==> config.mk <==
export PLATFORM = sky130hd
export DESIGN_NAME = camera_frame_capture
export DESIGN_NICKNAME = d
export VERILOG_FILES = /design/src/rtl/camera_pkg.sv /design/src/rtl/cam_sync_edge.sv /design/src/rtl/camera_frame_capture.sv
export SDC_FILE = /design/constraint.sdc
export NUM_CORES = 1
export LEC_CHECK = 0
export ABC_AREA = 1
export ABC_CLOCK_PERIOD_IN_PS = 3100
export BUFFER_PORTS_ARGS = -buffer_cell sky130_fd_sc_hd__buf_4
export CAP_MARGIN = 5
export CORE_MARGIN = 2
export CORE_UTILIZATION = 54
export CTS_BUF_LIST = sky130_fd_sc_hd__clkbuf_16
export CTS_CLUSTER_SIZE = 14
export DETAILED_ROUTE_END_ITERATION = 10
export PLACE_DENSITY_LB_ADDON = 0.2
export SLEW_MARGIN = 20
export SYNTH_ARGS = -nofsm -noshare
export SYNTH_HDL_FRONTEND = slang
export SYNTH_SLANG_ARGS = --single-unit
==> constraint.sdc <==
create_clock -name i_Clk -period 3.1 [get_ports i_Clk]
set_clock_uncertainty 0.15 [all_clocks]
set_input_delay 0.62 -clock i_Clk [delete_from_list [all_inputs] [get_ports i_Clk]]
set_output_delay 0.62 -clock i_Clk [all_outputs]
set_load 0.005 [all_outputs]
==> src/rtl/camera_pkg.sv <==
// Shared types and constants for the OV7670-class camera capture front end.
package camera_pkg;

  typedef enum logic [1:0] {
    IDLE    = 2'd0,
    WAIT_VS = 2'd1,
    CAPTURE = 2'd2
  } cam_state_e;

  localparam logic MODE_Y8     = 1'b0;
  localparam logic MODE_RGB565 = 1'b1;

  localparam int DEF_FRAME_PIXELS = 9216;

endpackage

==> src/rtl/cam_sync_edge.sv <==
// Multi-stage synchroniser for one asynchronous sensor line, with registered
// level and rise/fall strobes that are aligned with each other.
module cam_sync_edge #(
  parameter int STAGES = 2
) (
  input  logic clk_i,
  input  logic rst_n_i,
  input  logic async_i,
  output logic level_o,
  output logic rise_o,
  output logic fall_o
);

  logic [STAGES-1:0] sync_q;
  logic              level_q;
  logic              rise_q;
  logic              fall_q;

  // The compare stage doubles as the level output so edge and level refer to the same sample.
  always_ff @(posedge clk_i or negedge rst_n_i) begin
    if (!rst_n_i) begin
      sync_q  <= '0;
      level_q <= 1'b0;
      rise_q  <= 1'b0;
      fall_q  <= 1'b0;
    end else begin
      sync_q  <= {sync_q[STAGES-2:0], async_i};
      level_q <= sync_q[STAGES-1];
      rise_q  <= sync_q[STAGES-1] & ~level_q;
      fall_q  <= ~sync_q[STAGES-1] & level_q;
    end
  end

  assign level_o = level_q;
  assign rise_o  = rise_q;
  assign fall_o  = fall_q;

endmodule

==> src/rtl/camera_frame_capture.sv <==
// Camera pixel-capture front end: XLK generation, input synchronisation,
// byte-to-pixel assembly and frame RAM write sequencing with error reporting.
module camera_frame_capture
  import camera_pkg::*;
#(
  parameter int DATA_W       = 8,
  parameter int ADDR_W       = 15,
  parameter int FRAME_PIXELS = DEF_FRAME_PIXELS,
  parameter int XCLK_HALF    = 5,
  parameter int SYNC_STAGES  = 2
) (
  input  logic                i_Clk,
  input  logic                i_Rst_n,
  input  logic                i_Enable,
  input  logic                i_Mode,
  input  logic                i_Clear_Err,
  output logic                o_XLK,
  input  logic                i_PLK,
  input  logic                i_VS,
  input  logic                i_HS,
  input  logic [DATA_W-1:0]   i_D,
  output logic [2*DATA_W-1:0] o_RAM_Data,
  output logic [ADDR_W-1:0]   o_RAM_Address,
  output logic                o_RAM_Write_Enable,
  output logic                o_Frame_Done,
  output logic [7:0]          o_Frame_Count,
  output logic                o_Error
);

  localparam int               PIX_W    = ADDR_W + 1;
  localparam int               XC_W     = (XCLK_HALF > 1) ? $clog2(XCLK_HALF) : 1;
  localparam logic [XC_W-1:0]  XC_LAST  = XC_W'(XCLK_HALF - 1);
  localparam logic [PIX_W-1:0] PIX_FULL = PIX_W'(FRAME_PIXELS);

  logic [XC_W-1:0]     xclk_cnt_q;
  logic                xlk_q;
  logic [DATA_W-1:0]   d_sync_q [SYNC_STAGES+1];

  logic                plk_rise_s;
  logic                unused_plk_lvl_s;
  logic                unused_plk_fall_s;
  logic                vs_lvl_s;
  logic                vs_rise_s;
  logic                vs_fall_s;
  logic                hs_lvl_s;
  logic                hs_rise_s;
  logic                hs_fall_s;
  logic [DATA_W-1:0]   byte_s;

  cam_state_e          state_q;
  logic                mode_q;
  logic                phase_q;
  logic [DATA_W-1:0]   hi_q;
  logic [PIX_W-1:0]    pix_q;
  logic                drop_q;
  logic                we_q;
  logic [2*DATA_W-1:0] data_q;
  logic [ADDR_W-1:0]   addr_q;
  logic                done_q;
  logic [7:0]          fcnt_q;
  logic                err_q;

  logic                byte_ok_s;
  logic                pix_done_s;
  logic [2*DATA_W-1:0] word_d;

  // XLK keeps running in every state so the sensor can be configured over SCCB.
  always_ff @(posedge i_Clk or negedge i_Rst_n) begin
    if (!i_Rst_n) begin
      xclk_cnt_q <= '0;
      xlk_q      <= 1'b1;
    end else if (xclk_cnt_q == XC_LAST) begin
      xclk_cnt_q <= '0;
      xlk_q      <= ~xlk_q;
    end else begin
      xclk_cnt_q <= xclk_cnt_q + XC_W'(1);
    end
  end

  cam_sync_edge #(.STAGES(SYNC_STAGES)) u_sync_plk (
    .clk_i   (i_Clk),
    .rst_n_i (i_Rst_n),
    .async_i (i_PLK),
    .level_o (unused_plk_lvl_s),
    .rise_o  (plk_rise_s),
    .fall_o  (unused_plk_fall_s)
  );

  cam_sync_edge #(.STAGES(SYNC_STAGES)) u_sync_vs (
    .clk_i   (i_Clk),
    .rst_n_i (i_Rst_n),
    .async_i (i_VS),
    .level_o (vs_lvl_s),
    .rise_o  (vs_rise_s),
    .fall_o  (vs_fall_s)
  );

  cam_sync_edge #(.STAGES(SYNC_STAGES)) u_sync_hs (
    .clk_i   (i_Clk),
    .rst_n_i (i_Rst_n),
    .async_i (i_HS),
    .level_o (hs_lvl_s),
    .rise_o  (hs_rise_s),
    .fall_o  (hs_fall_s)
  );

  // One flop deeper than the raw chain so the byte lines up with the PLK edge strobe.
  always_ff @(posedge i_Clk or negedge i_Rst_n) begin
    if (!i_Rst_n) begin
      for (int i = 0; i < SYNC_STAGES + 1; i++) d_sync_q[i] <= '0;
    end else begin
      d_sync_q[0] <= i_D;
      for (int i = 1; i < SYNC_STAGES + 1; i++) d_sync_q[i] <= d_sync_q[i-1];
    end
  end

  assign byte_s = d_sync_q[SYNC_STAGES];

  always_comb begin
    byte_ok_s  = plk_rise_s & ~vs_lvl_s & hs_lvl_s & ~drop_q;
    pix_done_s = byte_ok_s & ((mode_q == MODE_Y8) | phase_q);
    if (mode_q == MODE_Y8) begin
      word_d = {{DATA_W{1'b0}}, byte_s};
    end else begin
      word_d = {hi_q, byte_s};
    end
  end

  // Capture FSM; an error set in the same cycle as a clear wins because it is assigned last.
  always_ff @(posedge i_Clk or negedge i_Rst_n) begin
    if (!i_Rst_n) begin
      state_q <= IDLE;
      mode_q  <= MODE_Y8;
      phase_q <= 1'b0;
      hi_q    <= '0;
      pix_q   <= '0;
      drop_q  <= 1'b0;
      we_q    <= 1'b0;
      data_q  <= '0;
      addr_q  <= '0;
      done_q  <= 1'b0;
      fcnt_q  <= 8'd0;
      err_q   <= 1'b0;
    end else begin
      we_q   <= 1'b0;
      done_q <= 1'b0;
      if (i_Clear_Err) err_q <= 1'b0;
      case (state_q)
        IDLE: begin
          if (i_Enable) state_q <= WAIT_VS;
        end
        WAIT_VS: begin
          if (!i_Enable) begin
            state_q <= IDLE;
          end else if (vs_fall_s) begin
            state_q <= CAPTURE;
            mode_q  <= i_Mode;
            pix_q   <= '0;
            phase_q <= 1'b0;
            drop_q  <= 1'b0;
          end
        end
        CAPTURE: begin
          if (vs_rise_s) begin
            done_q  <= 1'b1;
            fcnt_q  <= fcnt_q + 8'd1;
            if (pix_q != PIX_FULL) err_q <= 1'b1;
            pix_q   <= '0;
            phase_q <= 1'b0;
            drop_q  <= 1'b0;
            state_q <= i_Enable ? WAIT_VS : IDLE;
          end else if (hs_rise_s | hs_fall_s) begin
            phase_q <= 1'b0;
          end else if (byte_ok_s) begin
            if (mode_q == MODE_RGB565) phase_q <= ~phase_q;
            if (!pix_done_s) begin
              hi_q <= byte_s;
            end else if (pix_q == PIX_FULL) begin
              err_q  <= 1'b1;
              drop_q <= 1'b1;
            end else begin
              we_q   <= 1'b1;
              data_q <= word_d;
              addr_q <= pix_q[ADDR_W-1:0];
              pix_q  <= pix_q + PIX_W'(1);
            end
          end
        end
        default: state_q <= IDLE;
      endcase
    end
  end

  assign o_XLK              = xlk_q;
  assign o_RAM_Data         = data_q;
  assign o_RAM_Address      = addr_q;
  assign o_RAM_Write_Enable = we_q;
  assign o_Frame_Done       = done_q;
  assign o_Frame_Count      = fcnt_q;
  assign o_Error            = err_q;

endmodule
==> results of run 1 <==
[worst max path at each step]
stage                           from   endpoint  slack (ns)  depth (start not counted)
after floorplan             i_Enable  pix_q[11]        1.42                          8
final                     state_q[0]  pix_q[11]        0.86                          7
after CTS                 state_q[0]  pix_q[12]        0.87                          7
after global routing      state_q[0]  pix_q[10]        0.71                          7
after detailed placement  state_q[0]  pix_q[11]        0.88                          7
after global placement    state_q[0]   pix_q[6]        0.93                          7
[cell usage in the layout, fill, tap and decap left out, types with 2 or more instances in the layout]
| cell type | instances |
|---|---|
| inv_2 | 3 |
| nand4_1 | 14 |
| ha_1 | 5 |
| inv_1 | 52 |
| nor2_1 | 35 |
| clkinv_4 | 3 |
| o21ai_2 | 7 |
| nor3_1 | 4 |
| o21ai_1 | 33 |
| nor2_2 | 4 |
| clkbuf_16 | 17 |
| clkinv_2 | 2 |
| nand2_1 | 119 |
| dfrtp_1 | 112 |
| o21ai_0 | 15 |
| a21oi_1 | 4 |
| xor2_1 | 6 |
| buf_4 | 62 |
| inv_6 | 7 |
| nor2_4 | 2 |
| nand2_2 | 3 |
| xnor2_1 | 5 |
| nand3_1 | 25 |
[critical path, delay by kind of cell (launching register included)]
family / cells / cell delay, ns
AOI/OAI and AO/OA: 2 / 0.62
DFF: 1 / 0.43
buffers and inverters: 2 / 0.28
and+or+nand+nor: 3 / 0.66
[state kept, by name, summed over array words and instances, names as in the netlist, 2 cells and up]
| signal | flops |
|---|---|
| d_sync_q | 16 |
| o_RAM_Data | 16 |
| pix_q | 16 |
| o_RAM_Address | 15 |
| byte_s | 8 |
| hi_q | 8 |
| o_Frame_Count | 8 |
| xclk_cnt_q | 3 |
| state_q | 2 |
| u_sync_hs.sync_q | 2 |
| u_sync_plk.sync_q | 2 |
| u_sync_vs.sync_q | 2 |
[per-stage QoR]
stage	std cells	hold slack (ns)	power [mW]
floorplan	474	0.174	1.75
global placement	627	0.182	1.84
finish	659	0.110	3.69
detailed placement	627	0.185	1.85
CTS	659	0.144	3.73
global route	659	0.146	3.84
[logic make-up after synthesis]
logic type	after synthesis	share of synthesized area
XOR/XNOR	11	0.0208
buffers and inverters	69	0.0648
adder cells (fa/ha/maj)	5	0.0135
AO/OA/AOI/OAI	63	0.0800
flip-flops	113	0.611
AND/OR/NAND/NOR	213	0.210
[power groups by stage]
stage               Sequential (mW)  Combinational, mW  Clock [mW]
detailed placement             1.63              0.220           0
finish                         1.61              0.222        1.86
global placement               1.63              0.213           0
floorplan                      1.60              0.142           0
global route                   1.62              0.252        1.97
CTS                            1.61              0.225        1.89
[area by class of cell]
type / count / area (um^2) / area share
clock buffer: 17 / 425 / 0.0746
clock inverter: 15 / 146 / 0.0257
inverter: 55 / 206 / 0.0362
multi-input combinational: 292 / 1500 / 0.263
sequential: 113 / 2830 / 0.496
tap: 105 / 131 / 0.0230
timing repair buffer: 62 / 465 / 0.0816
[routing by layer]
| metal | wire [um] | up-vias | GRT usage |
|---|---|---|---|
| li1 | - | 1667 | - |
| met1 | 4290 | 1600 | 0.297 |
| met2 | 4500 | 134 | 0.331 |
| met3 | 573 | 15 | 0.0564 |
| met4 | 153 | 0 | 0.0932 |
| met5 | 0 | - | 0 |
==> results by group, run 1 <==
Outcome
  – Outcome: complete, no violations

Place
  – Placed cell areas: 0.00513 mm^2
  – RD Place Congestion: 0.939
  – IO buf count: 58
  – Post-Place Setup Slack: 0.878 ns
  – DP HPWL: 6250 um

Yosys
  – Flop and latch count out of synthesis: 113
  – Post-synthesis instance area: 0.00463 mm^2
  – Yosys cell types: 33
  – Cell with the most instances after synthesis: nand2_1
  – Top cells by area, synth: dfrtp_1 (61%), nand2_1 (9.6%), inv_1 (4.2%)
  – Async SR Flop Fraction: 1.00
  – Number of synthesized flops with an enable pin: 0
  – Post-synthesis cell count: 474
  – Post-synth top cells: nand2_1 (119), dfrtp_1 (112), inv_1 (52)
  – Synth warn: 0
  – Sequential cell area fraction in the yosys report: 0.611
  – Most area-hungry cell type in the Yosys netlist: dfrtp_1
  – Synthesized area per cell: 9.77 um^2
  – Primary FF master, synth: dfrtp_1
  – Syn Nets: 495
  – Synth top area share: 0.605

Setup path
  – Flop2flop setup slack: 0.86 ns
  – Worst stage delay on the critical path: 0.54 ns
  – FF-to-FF path depth: 7
  – CP dominant cell by count: inv_2
  – CP startpoint kind: flop
  – Worst path required time: 3.28 ns
  – CP max-delay cell: o21ai_4
  – Critical Path AT: 2.42 ns
  – Worst Setup End Kind: flop
  – R2r endpoint: pix_q[11]
  – Cells along the critical path: nor2_4, inv_2, nor2_8, inv_2, o21ai_4, nand2_1, o21ai_2
  – Reg2reg start: state_q[0]
  – Critical path class: reg -> reg
  – Crit path max fanout: 21

Final layout
  – Antenna cells: 0
  – Final instance area: 0.00571 mm^2
  – Final nets: 562
  – Synthesis-to-finish area growth: 23.2%
  – Number of fill cells: 671
  – Share of cells above drive strength 1: 0.218
  – Core Util, Final: 0.691

Global routing
  – Global route overflow: 0
  – Total Routing Usage GR: 0.217
  – Largest net degree at the start of global routing: 63
  – First-pass GRT wire length: 16,100 um
  – Initial antenna violation count: 0
  – Vias in the first global route: 3,387

Power and ir drop
  – Cell Pwr Density: 647 mW/mm^2
  – Cell internal pwr: 2.75 mW
  – Worst-case vdd ir drop: 0.000411 V
  – Sw Ratio: 0.256
  – Clock group share of total power: 0.504
  – Leak: 2.78 nW
  – Gate power share: 0.060
  – Net Sw Power: 0.945 mW
  – Seq pwr share: 0.436

Min path
  – Hold WC Path Type: in -> async

Floorplanning
  – Initial Util: 0.561
  – Ports: 59
  – Die Span Y: 96.6 um
  – Core Box Area: 0.00826 mm^2
  – Die width: 96.6 um
  – Core Rows: 33
  – Die area: 0.00933 mm^2

Timing
  – Final setup TNS: 0 ns
  – Final setup viols: 0
  – Worst rel slew slack: 0.528
  – Final Hold Viols: 0
  – Fmax: 446 MHz
  – Max-slew violations: 0
  – Period utilization: 0.723
  – Worst Max-Slew Pin Slew: 0.709 ns
  – Final worst path period need: 2.24 ns
  – RSZ-0062 raised after global routing: no
  – Final worst slack: 0.859 ns

Clock tree
  – Setup bufs post-CTS: 0
  – CTS Hold Bufs: 0
  – Clk buf depth: 2
  – H-tree depth: 4
  – Clk Latency, worst-skew pair: 0.40 ns
  – TritonCTS buffer count: 17
  – Clk slew on worst S/H paths: 0.06 ns
  – CTS tree: yes
  – CTS resizes: 0
  – CTS Root Cell: clkbuf_16
  – CTS sink cnt: 113

Detailed routing
  – Final WL: 9520 um
  – ANT nets after route: 0
  – Vias: 3,416
  – DRC: 0
  – DRT iter0 DRCs: 173
  – Drt first pass iters: 7
  – Wire length per cell after detailed routing: 14.4 um
  – Vias per inst: 5.18

Job
  – MaxCap Viol Count: 0
Power figures use the tool's default switching activity.
==> run 2, diff against run 1 <==
--- a/config.mk
+++ b/config.mk
@@ -6,7 +6,7 @@
 export NUM_CORES = 1
 export LEC_CHECK = 0
 export ABC_AREA = 1
-export ABC_CLOCK_PERIOD_IN_PS = 3100
+export ABC_CLOCK_PERIOD_IN_PS = 2070
 export BUFFER_PORTS_ARGS = -buffer_cell sky130_fd_sc_hd__buf_4
 export CAP_MARGIN = 5
 export CORE_MARGIN = 2
==> constraint.sdc (replaced) <==
create_clock -name i_Clk -period 2.07 [get_ports i_Clk]
set_clock_uncertainty 0.15 [all_clocks]
set_input_delay 0.414 -clock i_Clk [delete_from_list [all_inputs] [get_ports i_Clk]]
set_output_delay 0.414 -clock i_Clk [all_outputs]
set_load 0.005 [all_outputs]
==> results by group, run 2 (same netlist as run 1, synthesis figures left out) <==
Timing
  – RSZ-0062 raised after global routing: no
  – Worst Max-Slew Pin Slew: 0.512 ns (-0.197 ns)
  – Worst rel slew slack: 0.659 (+0.131)
  – Final setup TNS: 0 ns (unchanged)
  – Period utilization: 0.917 (+0.194)
  – Final Hold Viols: 0 (unchanged)
  – Final worst path period need: 1.90 ns (-0.344 ns)
  – Fmax: 527 MHz (+18%)
  – Final setup viols: 0 (unchanged)
  – Max-slew violations: 0 (unchanged)

Floorplanning
  – Die width: 96.6 um (unchanged)
  – Initial Util: 0.561 (unchanged)
  – Die area: 0.00933 mm^2 (unchanged)
  – Core Rows: 33 (unchanged)
  – Ports: 59 (unchanged)
  – Core Box Area: 0.00826 mm^2 (unchanged)
  – Die Span Y: 96.6 um (unchanged)

Clock tree
  – Clk buf depth: 2 (unchanged)
  – Clk Latency, worst-skew pair: 0.41 ns (about the same)
  – Clk slew on worst S/H paths: 0.05 ns (about the same)
  – CTS Root Cell: clkbuf_16
  – CTS tree: yes
  – H-tree depth: 4 (unchanged)
  – TritonCTS buffer count: 17 (unchanged)
  – CTS resizes: 0 (unchanged)
  – CTS sink cnt: 113 (unchanged)

Min path
  – Cell depth of the worst hold path: 2
  – Hold WC Path Type: in -> reg
  – Min-Delay Startpoint: i_Clear_Err
  – Worst Hold End: o_Error

Final layout
  – Most frequent cells in the layout: nand2_1 (119), dfrtp_1 (112), buf_4 (69)
  – Final nets: 585 (+4.1%)
  – FF/Latch Area: 0.00283 mm^2 (unchanged)
  – Share of cells above drive strength 1: 0.220 (+0.00169)
  – Commonest non-fill, non-tap cell in the layout: nand2_1
  – Final instance area: 0.00600 mm^2 (+5.2%)
  – Synthesis-to-finish area growth: 29.6%
  – Antenna cells: 0 (unchanged)
  – Area occupied by multi-input gates: 0.00150 mm^2 (unchanged)
  – Number of fill cells: 595 (-11%)

Setup path
  – Reg2reg start: u_sync_vs.rise_o
  – CP startpoint kind: flop
  – Critical Path AT: 2.04 ns (-0.38 ns)
  – Crit path max fanout: 9 (-57%)
  – Worst path required time: 2.21 ns (-1.07 ns)
  – FF-to-FF path depth: 5 (-2)
  – Worst Setup End Kind: flop
  – Cell family with most CP delay: simple AND/OR/NAND/NOR gates
  – Cells along the critical path: nand2_1, nor3_1, nand3_1, xor2_1, inv_1
  – WP buf/inv: 1 (-1)
  – Flop2flop setup slack: 0.17 ns (-0.69 ns)
  – Critical path class: reg -> reg
  – CP max-delay cell: dfrtp_1
  – R2r endpoint: o_Frame_Count[7]
  – Worst stage delay on the critical path: 0.66 ns (+0.12 ns)

Power and ir drop
  – Leak: 2.92 nW (+5.0%)
  – Worst-case vdd ir drop: 0.000584 V (+42%)
  – Cell Pwr Density: 970 mW/mm^2 (+50%)

Global routing
  – Global route overflow: 0 (unchanged)
  – First-pass GRT wire length: 17,000 um (+6.0%)
  – Initial antenna violation count: 0 (unchanged)
  – Vias in the first global route: 3,511 (+3.7%)
  – Largest net degree at the start of global routing: 37 (-41%)
  – Total Routing Usage GR: 0.230 (+0.0130)

Detailed routing
  – DRC: 0 (unchanged)
  – DRT iter0 DRCs: 224 (+29%)
  – Vias per inst: 5.15 (-0.63%)
  – Final WL: 10,100 um (+5.7%)
  – ANT nets after route: 0 (unchanged)
  – Drt first pass iters: 5 (-2)
  – Wire length per cell after detailed routing: 14.7 um (+2.1%)
  – Vias: 3,513 (+2.8%)

Outcome
  – Outcome: complete, no violations

Place
  – Placed cell areas: 0.00527 mm^2 (+2.6%)
  – DP HPWL: 6630 um (+6.0%)
  – IO buf count: 58 (unchanged)
  – RD Place Congestion: 0.905 (-3.7%)

Job
  – MaxCap Viol Count: 0 (unchanged)
-- run 2: worst max-delay path by stage --
stage                      from          endpoint  slack [ns]  cells past startpoint
4_1_cts                pix_q[0]     o_RAM_Data[0]        0.20                      9
6_report       u_sync_vs.rise_o  o_Frame_Count[7]        0.17                      5
5_1_grt        u_sync_vs.rise_o  o_Frame_Count[7]        0.04                      5
2_1_floorplan          pix_q[0]          pix_q[6]        0.42                      9
3_5_place_dp           pix_q[0]    o_RAM_Data[14]        0.20                      8
3_3_place_gp   u_sync_vs.rise_o  o_Frame_Count[7]        0.26                      5
-- run 2: repair_timing --
| item | 4_1_cts | 5_1_grt |
|---|---|---|
| setup endpoints to repair | 0 | 0 |
| endpoints found under the hold margin | 42 | 0 |
| buffers inserted | 0 | 0 |
| hold buffers | 12 | 0 |
-- run 2: cell type report --
cell class                 instances  area share
clock buffer                      17      0.0709
clock inverter                    15      0.0315
timing repair buffer              85       0.120
inverter                          55      0.0344
sequential                       113       0.471
multi-input combinational        292       0.250
tap                              105      0.0219
-- run 2: layer usage --
layer	share of wire	global-route usage	vias to the layer above
met5	0	0	-
met4	0.015	0.0932	0
met3	0.050	0.0527	17
met2	0.49	0.368	111
met1	0.44	0.307	1683
li1	-	-	1702
-- run 2: worst register-to-register path: cells and delay by family (launching register included) --
kind | cells | cell delay, ns
XOR/XNOR | 1 | 0.16
buffers and inverters | 1 | 0.06
flip-flops | 1 | 0.66
AND/OR/NAND/NOR | 3 | 0.77
-- run 2: per-stage QoR --
stage | utilization | hold slack (ns) | total power [mW] | cells | worst slack [ns]
final | 0.727 | 0.0375 | 5.82 | 682 | 0.173
after global routing | 0.727 | 0.0671 | 6.04 | 682 | 0.0381
after CTS | 0.727 | 0.0261 | 5.87 | 682 | 0.195
after detailed placement | 0.638 | 0.185 | 2.81 | 638 | 0.195
after global placement | 0.638 | 0.182 | 2.79 | 638 | 0.258
after floorplan | - | -0.0316 | 2.61 | 474 | 0.424
-- run 2: where the power goes --
part	total, mW	leakage, nW	switching, mW	internal (mW)
logic	0.411	1.14	0.246	0.165
registers	2.39	1.48	0.0847	2.31
clock network	3.02	0.296	1.01	2.00
==> run 3, diff against run 2 <==
--- a/config.mk
+++ b/config.mk
@@ -18,4 +18,5 @@
 export SLEW_MARGIN = 20
 export SYNTH_ARGS = -nofsm -noshare
 export SYNTH_HDL_FRONTEND = slang
+export SYNTH_HIERARCHICAL = 1
 export SYNTH_SLANG_ARGS = --single-unit
==> results by group, run 3 <==
Min path
  – Cell depth of the worst hold path: 2 (unchanged)
  – Hold WC Path Type: in -> reg

Detailed routing
  – Vias: 3,503 (-0.28%)
  – ANT nets after route: 0 (unchanged)
  – Final WL: 9520 um (-5.3%)
  – Drt first pass iters: 5 (unchanged)
  – DRT iter0 DRCs: 295 (+32%)
  – DRC: 0 (unchanged)
  – Vias per inst: 5.10 (-1.0%)
  – Wire length per cell after detailed routing: 13.9 um (-6.0%)

Power and ir drop
  – Clock group share of total power: 0.503 (-0.016)
  – Cell Pwr Density: 934 mW/mm^2 (-3.7%)
  – Net Sw Power: 1.38 mW (+2.6%)
  – PnR Total Power: 5.52 mW (-5.1%)
  – Sw Ratio: 0.250 (+0.0189)
  – Gate power share: 0.065 (-0.006)
  – Worst-case vdd ir drop: 0.000725 V (+24%)
  – Cell internal pwr: 4.14 mW (-7.4%)
  – Leak: 2.97 nW (+1.8%)
  – Seq pwr share: 0.432 (+0.021)

Final layout
  – Final instance area: 0.00591 mm^2 (-1.5%)
  – Antenna cells: 0 (unchanged)
  – Share of cells above drive strength 1: 0.229 (+0.00842)
  – Final cell count without fillers: 687 (+0.73%)
  – Synthesis-to-finish area growth: 28.5%
  – Final nets: 590 (+0.85%)
  – Most frequent cells in the layout: nand2_1 (148), dfrtp_1 (112), buf_4 (68)
  – Commonest non-fill, non-tap cell in the layout: nand2_1

Timing
  – Final worst slack: 0.150 ns (-0.0230 ns)
  – Final Hold Viols: 0 (unchanged)
  – Worst rel slew slack: 0.703 (+0.0436)
  – Final worst path period need: 1.92 ns (+0.0230 ns)
  – Final setup TNS: 0 ns (unchanged)
  – Fmax: 521 MHz (-1.2%)
  – Worst Max-Slew Pin Slew: 0.446 ns (-0.0655 ns)
  – Final setup viols: 0 (unchanged)
  – Period utilization: 0.928 (+0.0111)
  – Max-slew violations: 0 (unchanged)
  – RSZ-0062 raised after global routing: no

Setup path
  – FF-to-FF path depth: 10 (+5)
  – WP buf/inv: 4 (+3)
  – Cell family with most CP delay: simple AND/OR/NAND/NOR gates
  – Worst path required time: 2.20 ns (about the same)
  – Worst stage delay on the critical path: 0.41 ns (-0.25 ns)
  – CP dominant cell by count: inv_1
  – Worst Setup End Kind: flop
  – Critical path class: reg -> reg
  – CP startpoint kind: flop
  – Cells along the critical path: inv_1, ha_1, nand3_1, nor2_1, nand2_1, buf_4, nand2_4, inv_4, o21ai_0, inv_1
  – Crit path max fanout: 14 (+5)
  – Crit path depth: 10 (+5)
  – Critical Path AT: 2.05 ns (about the same)
  – CP max-delay cell: dfrtp_1

Floorplanning
  – Initial Util: 0.557 (-0.00348)
  – Die width: 96.3 um (-0.30%)
  – Core Box Area: 0.00826 mm^2 (unchanged)
  – Die Span Y: 96.3 um (-0.30%)
  – Ports: 59 (unchanged)
  – Core Rows: 33 (unchanged)
  – Die area: 0.00928 mm^2 (-0.60%)

Place
  – IO buf count: 58 (unchanged)
  – Post-Place Setup Slack: 0.198 ns (+0.00308 ns)
  – Placed cells: 642 (+0.63%)
  – RD Place Congestion: 0.898 (-0.75%)
  – DP HPWL: 6240 um (-5.8%)
  – Placed cell areas: 0.00518 mm^2 (-1.5%)

Clock tree
  – Clk buf depth: 2 (unchanged)
  – CTS Root Cell: clkbuf_16
  – CTS tree: yes
  – Clk Latency, worst-skew pair: 0.40 ns (about the same)
  – Setup bufs post-CTS: 0 (unchanged)
  – CTS sink cnt: 113 (unchanged)
  – H-tree depth: 4 (unchanged)
  – Clk slew on worst S/H paths: 0.05 ns (about the same)
  – TritonCTS buffer count: 17 (unchanged)

Yosys
  – Syn Nets: 500 (+1.0%)
  – Synthesized area per cell: 9.61 um^2 (-1.7%)
  – Post-synthesis instance area: 0.00460 mm^2 (-0.62%)
  – Synth warn: 6 (+6)
  – Post-synthesis cell count: 479 (+1.1%)

Global routing
  – Global route overflow: 0 (unchanged)
  – Largest net degree at the start of global routing: 52 (+41%)
  – Vias in the first global route: 3,255 (-7.3%)
  – Initial antenna violation count: 0 (unchanged)
  – First-pass GRT wire length: 15,600 um (-8.6%)
  – Total Routing Usage GR: 0.226 (-0.00435)

Outcome
  – Outcome: complete, no violations

Job
  – MaxCap Viol Count: 0 (unchanged)
-- run 3: repair_timing --
item	in CTS	in global routing
hold endpoints to repair	39	0
resized for setup	0	1
hold buffers	12	0
setup endpoints to repair	0	2
-- run 3: through the flow --
stage	hold slack, ns	util
after floorplan	-0.0316	-
after global placement	0.181	0.628
after detailed placement	0.185	0.628
after CTS	0.0587	0.712
after global routing	0.0752	0.716
final	0.0673	0.716
-- run 3: power groups by stage --
stage	clock network [mW]	logic, mW	registers, mW
global placement	0	0.329	2.42
floorplan	0	0.183	2.40
global route	2.93	0.407	2.40
detailed placement	0	0.339	2.42
finish	2.78	0.358	2.39
CTS	2.82	0.365	2.39
-- run 3: layout make-up --
type,instances,area [um^2]
flip-flops and latches,113,2830
fillers,605,2350
multi-input cells,308,1480
repair buffers,84,723
clock buffers,17,425
inverters,45,173
clock inverters,15,149
well taps,105,131
-- run 3: worst paths after layout --
path	slack (ns)	endpoint	startpoint
setup / recovery	0.15	o_RAM_Address[0]	pix_q[1]
hold / removal	0.07	o_Error	i_Clear_Err
setup reg to reg	0.15	o_RAM_Address[0]	pix_q[1]
hold reg to reg	0.20	u_sync_plk/sync_q[1]	u_sync_plk/sync_q[0]
max in group asynchronous	0.77	o_XLK	i_Rst_n
min in group asynchronous	0.34	o_RAM_Data[12]	i_Rst_n
-- run 3: routing by layer --
metal | track usage | wire, um | share of wire
met5 | 0 | 0 | 0
met4 | 0.102 | 149 | 0.016
met3 | 0.0509 | 585 | 0.061
met2 | 0.339 | 4510 | 0.47
met1 | 0.316 | 4280 | 0.45
